File: config.mk
export PLATFORM = sky130hd
export DESIGN_NAME = riscv_mem_arbiter
export DESIGN_NICKNAME = d
export VERILOG_FILES = /design/src/rtl/riscv_mem_arbiter_pkg.sv /design/src/rtl/riscv_starve_ctr.sv /design/src/rtl/riscv_mem_arbiter.sv
export SDC_FILE = /design/constraint.sdc
export NUM_CORES = 1
export LEC_CHECK = 0
export ABC_AREA = 1
export CAP_MARGIN = 20
export CELL_PAD_IN_SITES_DETAIL_PLACEMENT = 2
export CELL_PAD_IN_SITES_GLOBAL_PLACEMENT = 2
export CORE_UTILIZATION = 22
export DETAILED_ROUTE_END_ITERATION = 12
export PLACE_DENSITY = 0.85
export SYNTH_ARGS = -nofsm -noshare
export SYNTH_HDL_FRONTEND = slang
export SYNTH_SLANG_ARGS = --single-unit
export TNS_END_PERCENT = 5
File: constraint.sdc
create_clock -name clock -period 4.81 [get_ports clock]
set_clock_uncertainty 0.1 [all_clocks]
set_input_delay 0.481 -clock clock [delete_from_list [all_inputs] [get_ports clock]]
set_output_delay 0.481 -clock clock [all_outputs]
set_load 0.01 [all_outputs]
File: src/rtl/riscv_mem_arbiter_pkg.sv
// riscv_mem_arbiter_pkg
//  Shared definitions for the IF/MEM memory arbiter: FSM state encoding,
//  owner tags, default widths and the starvation counter width helper.
//  No ports (package).
package riscv_mem_arbiter_pkg;

  typedef enum logic [1:0] {
    ST_IDLE  = 2'd0,
    ST_ISSUE = 2'd1,
    ST_WAIT  = 2'd2,
    ST_RESP  = 2'd3
  } state_e;

  localparam logic OWNER_IF = 1'b0;
  localparam logic OWNER_DM = 1'b1;

  localparam int DEF_ADDR_WIDTH   = 32;
  localparam int DEF_DATA_WIDTH   = 32;
  localparam int DEF_STARVE_LIMIT = 4;

  // Counter must hold STARVE_LIMIT itself; never narrower than 3 bits.
  function automatic int starve_cnt_w(input int limit);
    int w;
    w = $clog2(limit + 1);
    return (w < 3) ? 3 : w;
  endfunction

endpackage

File: src/rtl/riscv_starve_ctr.sv
// riscv_starve_ctr
//  Counts data grants issued while a fetch is waiting. Once the count reaches
//  STARVE_LIMIT, force_if_o tells the arbiter to hand the next IDLE slot to
//  fetch. The count clears when fetch is granted or stops requesting.
// Ports
//  clock, reset_n  : clock, synchronous active-low reset
//  dm_grant_i      : data request granted this cycle
//  if_grant_i      : fetch request granted this cycle
//  if_pending_i    : fetch request is asserted
//  force_if_o      : fetch must win the next arbitration
module riscv_starve_ctr
  import riscv_mem_arbiter_pkg::*;
#(
  parameter int STARVE_LIMIT = DEF_STARVE_LIMIT
) (
  input  logic clock,
  input  logic reset_n,
  input  logic dm_grant_i,
  input  logic if_grant_i,
  input  logic if_pending_i,
  output logic force_if_o
);

  localparam int              CW    = starve_cnt_w(STARVE_LIMIT);
  localparam logic [CW-1:0]   LIMIT = CW'(STARVE_LIMIT);

  logic [CW-1:0] cnt_q, cnt_d;

  always_comb begin
    cnt_d = cnt_q;
    if (if_grant_i || !if_pending_i) begin
      cnt_d = '0;
    end else if (dm_grant_i && (cnt_q < LIMIT)) begin
      cnt_d = cnt_q + 1'b1;
    end
  end

  always_ff @(posedge clock) begin
    if (!reset_n) cnt_q <= '0;
    else          cnt_q <= cnt_d;
  end

  assign force_if_o = (cnt_q >= LIMIT);

endmodule

File: src/rtl/riscv_mem_arbiter.sv
// riscv_mem_arbiter
//  Shares one single-ported memory between the IF (fetch) and MEM (load/store)
//  stages, one transaction in flight. FSM: IDLE -> ISSUE -> (WAIT) -> RESP.
//  Data requests win over fetch; a fetch may be killed by a flush, in which
//  case the memory access still completes but no if_done is produced.
// Configuration
//  RISCV_MEM_STARVE_GUARD_EN : when defined, riscv_starve_ctr forces a fetch
//  grant after STARVE_LIMIT consecutive data grants with fetch pending.
// Ports
//  clock, reset_n                 : clock, synchronous active-low reset
//  if_req/if_addr/if_kill         : fetch request, address, flush
//  if_done/if_rdata               : fetch completion pulse and data
//  dm_req/dm_we/dm_be/dm_addr/dm_wdata : data request and payload
//  dm_done/dm_rdata               : data completion pulse and load data
//  mem_req/mem_we/mem_be/mem_addr/mem_wdata : registered memory request
//  mem_ready/mem_rvalid/mem_rdata : memory accept, read valid, read data
//  busy                           : FSM not in IDLE
module riscv_mem_arbiter
  import riscv_mem_arbiter_pkg::*;
#(
  parameter int ADDR_WIDTH   = DEF_ADDR_WIDTH,
  parameter int DATA_WIDTH   = DEF_DATA_WIDTH,
  parameter int STARVE_LIMIT = DEF_STARVE_LIMIT
) (
  input  logic                    clock,
  input  logic                    reset_n,
  input  logic                    if_req,
  input  logic [ADDR_WIDTH-1:0]   if_addr,
  input  logic                    if_kill,
  output logic                    if_done,
  output logic [DATA_WIDTH-1:0]   if_rdata,
  input  logic                    dm_req,
  input  logic                    dm_we,
  input  logic [DATA_WIDTH/8-1:0] dm_be,
  input  logic [ADDR_WIDTH-1:0]   dm_addr,
  input  logic [DATA_WIDTH-1:0]   dm_wdata,
  output logic                    dm_done,
  output logic [DATA_WIDTH-1:0]   dm_rdata,
  output logic                    mem_req,
  output logic                    mem_we,
  output logic [DATA_WIDTH/8-1:0] mem_be,
  output logic [ADDR_WIDTH-1:0]   mem_addr,
  output logic [DATA_WIDTH-1:0]   mem_wdata,
  input  logic                    mem_ready,
  input  logic                    mem_rvalid,
  input  logic [DATA_WIDTH-1:0]   mem_rdata,
  output logic                    busy
);

  localparam int BW = DATA_WIDTH / 8;

  state_e                  state_q, state_d;
  logic                    owner_q, owner_d;
  logic                    kill_q, kill_d;
  logic                    mem_req_q, mem_req_d;
  logic                    mem_we_q, mem_we_d;
  logic [BW-1:0]           mem_be_q, mem_be_d;
  logic [ADDR_WIDTH-1:0]   mem_addr_q, mem_addr_d;
  logic [DATA_WIDTH-1:0]   mem_wdata_q, mem_wdata_d;
  logic [DATA_WIDTH-1:0]   if_rdata_q, if_rdata_d;
  logic [DATA_WIDTH-1:0]   dm_rdata_q, dm_rdata_d;

  logic if_elig, force_if, grant_dm, grant_if, kill_now;

  // A fetch that is being flushed in the same cycle is not worth starting.
  assign if_elig  = if_req & ~if_kill;
  assign grant_dm = (state_q == ST_IDLE) & dm_req & ~(force_if & if_elig);
  assign grant_if = (state_q == ST_IDLE) & if_elig & (~dm_req | force_if);
  assign kill_now = if_kill & (owner_q == OWNER_IF);

`ifdef RISCV_MEM_STARVE_GUARD_EN
  riscv_starve_ctr #(
    .STARVE_LIMIT (STARVE_LIMIT)
  ) u_starve (
    .clock        (clock),
    .reset_n      (reset_n),
    .dm_grant_i   (grant_dm),
    .if_grant_i   (grant_if),
    .if_pending_i (if_req),
    .force_if_o   (force_if)
  );
`else
  // Pure data priority: fetch can be starved by a continuous data stream.
  logic unused_starve_limit;
  assign unused_starve_limit = (STARVE_LIMIT != 0);
  assign force_if = 1'b0;
`endif

  always_comb begin
    state_d     = state_q;
    owner_d     = owner_q;
    kill_d      = kill_q;
    mem_req_d   = mem_req_q;
    mem_we_d    = mem_we_q;
    mem_be_d    = mem_be_q;
    mem_addr_d  = mem_addr_q;
    mem_wdata_d = mem_wdata_q;
    if_rdata_d  = if_rdata_q;
    dm_rdata_d  = dm_rdata_q;
    case (state_q)
      ST_IDLE: begin
        if (grant_dm) begin
          owner_d     = OWNER_DM;
          kill_d      = 1'b0;
          mem_req_d   = 1'b1;
          mem_we_d    = dm_we;
          mem_be_d    = dm_be;
          mem_addr_d  = dm_addr;
          mem_wdata_d = dm_wdata;
          state_d     = ST_ISSUE;
        end else if (grant_if) begin
          owner_d     = OWNER_IF;
          kill_d      = 1'b0;
          mem_req_d   = 1'b1;
          mem_we_d    = 1'b0;
          mem_be_d    = '1;
          mem_addr_d  = if_addr;
          mem_wdata_d = '0;
          state_d     = ST_ISSUE;
        end
      end
      ST_ISSUE: begin
        if (kill_now) kill_d = 1'b1;
        if (mem_ready) begin
          mem_req_d = 1'b0;
          state_d   = mem_we_q ? ST_RESP : ST_WAIT;
        end
      end
      ST_WAIT: begin
        if (kill_now) kill_d = 1'b1;
        if (mem_rvalid) begin
          // Killed fetch data is consumed from memory but never exposed.
          if (owner_q == OWNER_DM)         dm_rdata_d = mem_rdata;
          else if (!(kill_q || kill_now))  if_rdata_d = mem_rdata;
          state_d = ST_RESP;
        end
      end
      ST_RESP: state_d = ST_IDLE;
      default: state_d = ST_IDLE;
    endcase
  end

  always_ff @(posedge clock) begin
    if (!reset_n) begin
      state_q     <= ST_IDLE;
      owner_q     <= OWNER_IF;
      kill_q      <= 1'b0;
      mem_req_q   <= 1'b0;
      mem_we_q    <= 1'b0;
      mem_be_q    <= '0;
      mem_addr_q  <= '0;
      mem_wdata_q <= '0;
      if_rdata_q  <= '0;
      dm_rdata_q  <= '0;
    end else begin
      state_q     <= state_d;
      owner_q     <= owner_d;
      kill_q      <= kill_d;
      mem_req_q   <= mem_req_d;
      mem_we_q    <= mem_we_d;
      mem_be_q    <= mem_be_d;
      mem_addr_q  <= mem_addr_d;
      mem_wdata_q <= mem_wdata_d;
      if_rdata_q  <= if_rdata_d;
      dm_rdata_q  <= dm_rdata_d;
    end
  end

  assign if_done   = (state_q == ST_RESP) & (owner_q == OWNER_IF) & ~kill_q;
  assign dm_done   = (state_q == ST_RESP) & (owner_q == OWNER_DM);
  assign if_rdata  = if_rdata_q;
  assign dm_rdata  = dm_rdata_q;
  assign mem_req   = mem_req_q;
  assign mem_we    = mem_we_q;
  assign mem_be    = mem_be_q;
  assign mem_addr  = mem_addr_q;
  assign mem_wdata = mem_wdata_q;
  assign busy      = (state_q != ST_IDLE);

endmodule

==> metrics.md, run 1 <==
| Metric | Value |
|---|---|
| Max-slew violations | 0 |
| CTS H-tree depth | 4 |
| Vias in the first global route | 6552 |
| Nature of the critical path startpoint | flip-flop |
| Complex-gate fraction of the synthesized area | 0.130 |
| Adder-cell share of the synthesized area | 0.0112 |
| Most frequent cell after synthesis | nand2_1 |
| Period utilization | 0.589 |
| Slowest-stage cell, CP | inv_2 |
| Area delta synth->final | 63.6% |
| Synth top area share | 0.494 |
| CP peak stage delay | 600 ps |
| CTS tree | yes |
| Die Ht | 161 µm |
| Unrepaired setup endpoints after global routing | false |
| Clock Path Buffers | 2 |
| Worst Hold Depth | 2 |
| Layout Nets | 1146 |
| Hpwl dp | 17100 µm |
| Peak supply drop | 0.000165 V |
| Clk root buf | clkbuf_16 |
| IO Port Bufs | 276 |
| Peak Freq | 353 MHz |
| Die ar. | 26100 µm² |
| CP max FO | 42 |
| Status | completed |
| Reg2Reg Depth | 8 |
| Hold crit path type | flip-flop to flip-flop |
| DRT antenna net count | 0 |
| Starting DRT DRC Count | 232 |
| Static Leakage | 3.44 nW |
| Post-CTS sizing | 0 |
| Hold-fix buffers, CTS | 0 |
| Synth area leaders | dfxtp_1 49%, nand2_1 16%, a21oi_1 8.2% |
| Placer Congestion | 0.759 |
| WP data required | 5030 ps |
| Yosys reg bits | 138 |
| Tmin final | 2830 ps |
| Cell variety after synth | 19 |
| Setup tns final | 0 ps |
| Async set-or-reset flop fraction in the synthesized netlist | 0 |
| Core area | 24600 µm² |
| Syn Inst Count | 754 |
| Starting Density | 0.227 |
| Synth area leader | dfxtp_1 |
| Seq/Total Area, Yosys | 0.494 |
| Largest net degree at the start of global routing | 69 |
| Largest family of logic cells by synthesized area | simple AND/OR/NAND/NOR gates |
| Share of layout cells above drive strength 1 | 0.0710 |
| Initial antenna violation count | 0 |
| Routed via count | 6188 |
| Max Cap Violations | 0 |
| Worst-path cell chain | inv_1 -> ha_1 -> nand2_2 -> nand2_2 -> inv_2 -> buf_4 -> nand2_1 -> a21oi_1 |
| Die width | 161 µm |
| Worst rel slew slack | 0.450 |
| First-pass GRT wire length | 37300 µm |
| Post-synth top cells | 233 x nand2_1, 138 x dfxtp_1, 92 x a21oi_1, 80 x nor2_1, 37 x nand3_1 |
| Pwr/cell area | 467 nW/µm² |
| Top cell by count, worst path | nand2_2 |
| # rows | 57 |
| Post-synth EDFFs | 0 |
| Proportion of synthesized area in mux cells | 0 |
| I/O pin count | 277 |
| Xor/xnor share of the synthesized area | 0 |
| CTS Buf Count | 17 |
| Crit end category | flip-flop |
| Drc violations | 0 |
| Kind of critical path | flip-flop to flip-flop |
| Yosys warnings | 0 |
| Synth Area in Simple Gates | 0.296 |
| Syn nets | 899 |
| Grt total ovfl | 0 |
| Drt pass-1 iters | 4 |
| Worst Path Arrival | 3050 ps |
| Reg clk slew, reported paths | 70 ps |
| Actual slew at the worst max-slew pin | 823 ps |
| # diodes | 0 |
| Setup-failing EPs final | 0 |
| Fin. Hold Viols | 0 |
| Setup Buffers After CTS | 0 |
| Clock Sinks | 138 |
| Mean post-synth cell area | 7.42 µm² |
| PnR worst setup slack | 1980 ps |
| Routed WL per cell | 17.8 µm |
| Pre-CTS WS | 1640 ps |
| Drt total wl | 23900 µm |
| Netlist Area Pre-Place | 5590 µm² |
| Vias per inst | 4.62 |
| GRT Resource Usage Total | 0.184 |
| Worst skew pair latency | 420 ps |
| Dominant synthesized flop cell | dfxtp_1 |
[path summary, 6_finish.rpt]
kind	end	slack, ps	from
setup / recovery	mem_wdata[24]	1980	state_q[0]
hold / removal	if_rdata[5]	360	if_rdata[5]
setup reg to reg	mem_wdata[24]	1980	state_q[0]
hold reg to reg	if_rdata[5]	360	if_rdata[5]
[kinds of logic (layout without fill, tap and decap cells)]
| logic type | after synthesis | count (layout) |
|---|---|---|
| AO/OA/AOI/OAI | 138 | 138 |
| AND/OR/NAND/NOR | 396 | 396 |
| buffers and inverters | 77 | 337 |
| flip-flops | 138 | 138 |
| adder cells (fa/ha/maj) | 5 | 5 |
[per-stage QoR]
stage	util	instances	power, W	hold slack (ps)	instance area [µm²]
finish	0.372	1338	0.00427	362	9150
global placement	0.347	1305	0.00294	346	8540
detailed placement	0.348	1306	0.00299	357	8560
global route	0.372	1338	0.00452	387	9150
CTS	0.372	1338	0.00435	368	9150
floorplan	-	754	0.00223	383	5590
[area by class of cell]
cell class,count,area (µm²)
Inverter,17,65.1
Clock inverter,15,156
Clock buffer,17,425
Sequential cell,138,2760
Fill cell,2818,15500
Timing Repair Buffer,288,2890
Multi-Input combinational cell,539,2450
Tap cell,324,405
[metal layers]
| metal | vias to the layer above | part of all wire | global-route usage |
|---|---|---|---|
| met5 | - | 0 | 0 |
| met4 | 0 | 0.018 | 0.0626 |
| met3 | 25 | 0.090 | 0.0632 |
| met2 | 222 | 0.49 | 0.317 |
| met1 | 3002 | 0.40 | 0.213 |
| li1 | 2939 | - | - |
[worst max-delay path: cells and delay by family (launching register included)]
| family | cells | cell delay [ps] |
|---|---|---|
| flops | 1 | 390 |
| buf+inv | 3 | 1160 |
| fa+ha+maj | 1 | 290 |
| compound gates | 1 | 210 |
| simple gates | 3 | 540 |
[cell usage in the layout (no fill, tap or decap), types with 2 or more instances in the layout]
cell	n
a21oi_1	92
a21oi_2	10
buf_4	10
clkbuf_16	17
clkdlybuf4s50_1	276
clkinv_2	2
clkinv_4	3
clkinvlp_4	2
dfxtp_1	138
ha_1	5
inv_1	12
inv_2	3
inv_6	4
inv_8	4
nand2_1	233
nand2_2	12
nand3_1	37
nand4_1	32
nor2_1	79
o21ai_0	36
[registers in the layout, summed over array words and instances, names as in the netlist, 2 cells and up]
name and cells:
mem_be 4, mem_wdata 32, mem_addr 32, if_rdata 32
state_q 2, dm_rdata 32
[power by group]
group / switching [W] / internal (W)
logic: 0.000846 / 0.000637
clock network: 0.000590 / 0.000734
registers: 0.000117 / 0.00134
total: 0.00155 / 0.00271
Note: power is estimated with default switching activity, not from simulation.
==> run 2: changes to the inputs <==
- CORE_UTILIZATION: 22 -> 21
- PLACE_DENSITY: 0.85 -> 0.81
- clock period: 4.81 -> 2.61 ns (I/O delays scaled with it)
==> metrics.md, run 2 (synthesis gave the netlist of run 1 again) <==
| Metric | Value |
|---|---|
| Core area | 26100 µm² (was 24600 µm²) |
| CTS Buf Count | 17 (unchanged) |
| Reg clk slew, reported paths | 70 ps (about the same) |
| Hold_sp | dm_wdata[17] (was if_rdata[5]) |
| Die Ht | 165 µm (was 161 µm) |
| Commonest non-fill, non-tap cell in the layout | clkdlybuf4s50_1 (unchanged) |
| Drc violations | 0 (unchanged) |
| Actual slew at the worst max-slew pin | 470 ps (was 823 ps) |
| Grt total ovfl | 0 (unchanged) |
| Die width | 165 µm (was 161 µm) |
| Capturing point of the worst reg2reg path | state_q[0] (was mem_wdata[24]) |
| Routed via count | 6133 (was 6188) |
| Fin. Hold Viols | 0 (unchanged) |
| Tmin final | 2280 ps |
| I/O pin count | 277 (unchanged) |
| Unrepaired setup endpoints after global routing | false (unchanged) |
| Largest net degree at the start of global routing | 71 (was 69) |
| Filler cells | 2991 (was 2818) |
| Worst reg-to-reg setup slack | 620 ps (was 1980 ps) |
| Nature of the critical path startpoint | flip-flop (unchanged) |
| CTS tree | yes (unchanged) |
| # rows | 59 (was 57) |
| Top cell by count, worst path | inv_1 (was nand2_2) |
| Starting Density | 0.215 (was 0.227) |
| Starting DRT DRC Count | 207 (was 232) |
| Placed Cells | 1321 (was 1306) |
| Part of the power in registers | 0.340 (was 0.342) |
| Kind of critical path | flip-flop to output pin (was flip-flop to flip-flop) |
| Placer Congestion | 0.752 (was 0.759) |
| Setup-failing EPs final | 0 (unchanged) |
| Worst rel slew slack | 0.687 (was 0.450) |
| Drt pass-1 iters | 4 (unchanged) |
| CTS H-tree depth | 4 (unchanged) |
| WP data required | 2250 ps (was 5030 ps) |
| Hold Path Sink | mem_wdata[17] (was if_rdata[5]) |
| Clk root buf | clkbuf_16 (unchanged) |
| Reg2Reg Depth | 9 (was 8) |
| Pwr/cell area | 858 nW/µm² (was 467 nW/µm²) |
| Switching power total | 0.00286 W (was 0.00155 W) |
| Routed WL per cell | 17.3 µm (was 17.8 µm) |
| # diodes | 0 (unchanged) |
| Vias in the first global route | 6535 (was 6552) |
| Share of layout cells above drive strength 1 | 0.0756 (was 0.0710) |
| Worst Path Arrival | 1920 ps (was 3050 ps) |
| Peak supply drop | 0.000395 V (was 0.000165 V) |
| CP peak stage delay | 540 ps (was 600 ps) |
| Max-slew violations | 0 (unchanged) |
| Die ar. | 27300 µm² (was 26100 µm²) |
| Slowest-stage cell, CP | clkdlybuf4s50_1 (was inv_2) |
| Max Cap Violations | 0 (unchanged) |
| Int Pwr | 0.00504 W (was 0.00271 W) |
| Drt total wl | 23400 µm (was 23900 µm) |
| Area delta synth->final | 64.7% (was 63.6%) |
| Setup Buffers After CTS | 0 (unchanged) |
| CP max FO | 5 (was 42) |
| Combinational share of power | 0.351 (was 0.347) |
| Period utilization | 0.872 |
| Peak Freq | 439 MHz |
| Status | completed (unchanged) |
| Hpwl dp | 16600 µm (was 17100 µm) |
| Cell family contributing the most delay on the critical path | buffers and inverters (unchanged) |
| Post-CTS sizing | 0 (unchanged) |
| GRT Resource Usage Total | 0.171 (was 0.184) |
| Worst reg2reg startpoint | state_q[0] (unchanged) |
| Clock share of power | 0.309 (was 0.310) |
| Worst skew pair latency | 420 ps (about the same) |
| Setup tns final | 0 ps (unchanged) |
| Sw frac | 0.362 (was 0.364) |
| First-pass GRT wire length | 35800 µm (was 37300 µm) |
| Hold crit path type | input port to flip-flop (was flip-flop to flip-flop) |
| Worst-path cell chain | inv_1 -> ha_1 -> inv_1 -> clkdlybuf4s50_1 (was inv_1 -> ha_1 -> nand2_2 -> nand2_2 -> inv_2 -> buf_4 -> nand2_1 -> a21oi_1) |
| Vias per inst | 4.53 (was 4.62) |
| IO Port Bufs | 276 (unchanged) |
| Commonest cells after routing, fill and taps aside | 276 x clkdlybuf4s50_1, 233 x nand2_1, 138 x dfxtp_1 (unchanged) |
| Static Leakage | 3.45 nW (was 3.44 nW) |
| CP bufs+invs | 3 (unchanged) |
| Initial antenna violation count | 0 (unchanged) |
| Fin cells | 1353 (was 1338) |
| Layout Nets | 1150 (was 1146) |
| Clock Sinks | 138 (unchanged) |
| Crit end category | output pin (was flip-flop) |
| Worst Hold Depth | 3 (was 2) |
| DRT antenna net count | 0 (unchanged) |
| Hold-fix buffers, CTS | 0 (unchanged) |
| Clock Path Buffers | 2 (unchanged) |
==> run 2: worst register-to-register path: cells and delay by family, from the launching register on <==
family | cells | cell delay (ps)
fa+ha+maj | 1 | 310
simple gates | 6 | 710
flops | 1 | 390
buf+inv | 2 | 380
==> run 2: worst max-delay path by stage <==
stage               start  slack [ps]  cells after the start             to
3_3_place_gp   state_q[0]         660                      9     state_q[0]
4_1_cts        state_q[0]         280                      4           busy
5_1_grt        state_q[0]         170                      3        if_done
2_1_floorplan  state_q[0]         980                     10  mem_wdata[14]
6_report       state_q[0]         330                      4           busy
3_5_place_dp   state_q[0]         570                      7   mem_addr[11]
==> run 2: power by group through the flow <==
stage	Clock, W	Combinational, W	Sequential (W)
2_1_floorplan	0	0.00126	0.00286
3_3_place_gp	0	0.00277	0.00271
3_5_place_dp	0	0.00283	0.00273
4_1_cts	0.00253	0.00286	0.00270
5_1_grt	0.00260	0.00305	0.00273
6_report	0.00244	0.00278	0.00269
==> run 2: per-stage QoR <==
step | area [µm²] | power (W) | hold WS, ps | utilization | worst slack (ps)
final | 9210 | 0.00791 | 301 | 0.353 | 334
after global placement | 8630 | 0.00549 | 348 | 0.331 | 656
after floorplan | 5590 | 0.00412 | 308 | - | 977
after CTS | 9210 | 0.00808 | 284 | 0.353 | 279
after detailed placement | 8630 | 0.00556 | 356 | 0.331 | 568
after global routing | 9210 | 0.00839 | 305 | 0.353 | 173
==> run 2: area by class of cell <==
type                            count  area (µm²)  share of cell area
Timing Repair Buffer              292        2930               0.318
Sequential cell                   138        2760               0.300
Multi-Input combinational cell    539        2450               0.266
Clock buffer                       17         425              0.0462
Tap cell                          335         419              0.0455
Clock inverter                     15         159              0.0173
Inverter                           17        65.1             0.00706
==> run 2: routing by layer <==
metal | track usage | up-vias | wire length [µm]
li1 | - | 2955 | -
met1 | 0.191 | 2970 | 9770
met2 | 0.306 | 200 | 11500
met3 | 0.0654 | 8 | 1960
met4 | 0.0342 | 0 | 159
met5 | 0 | - | 0
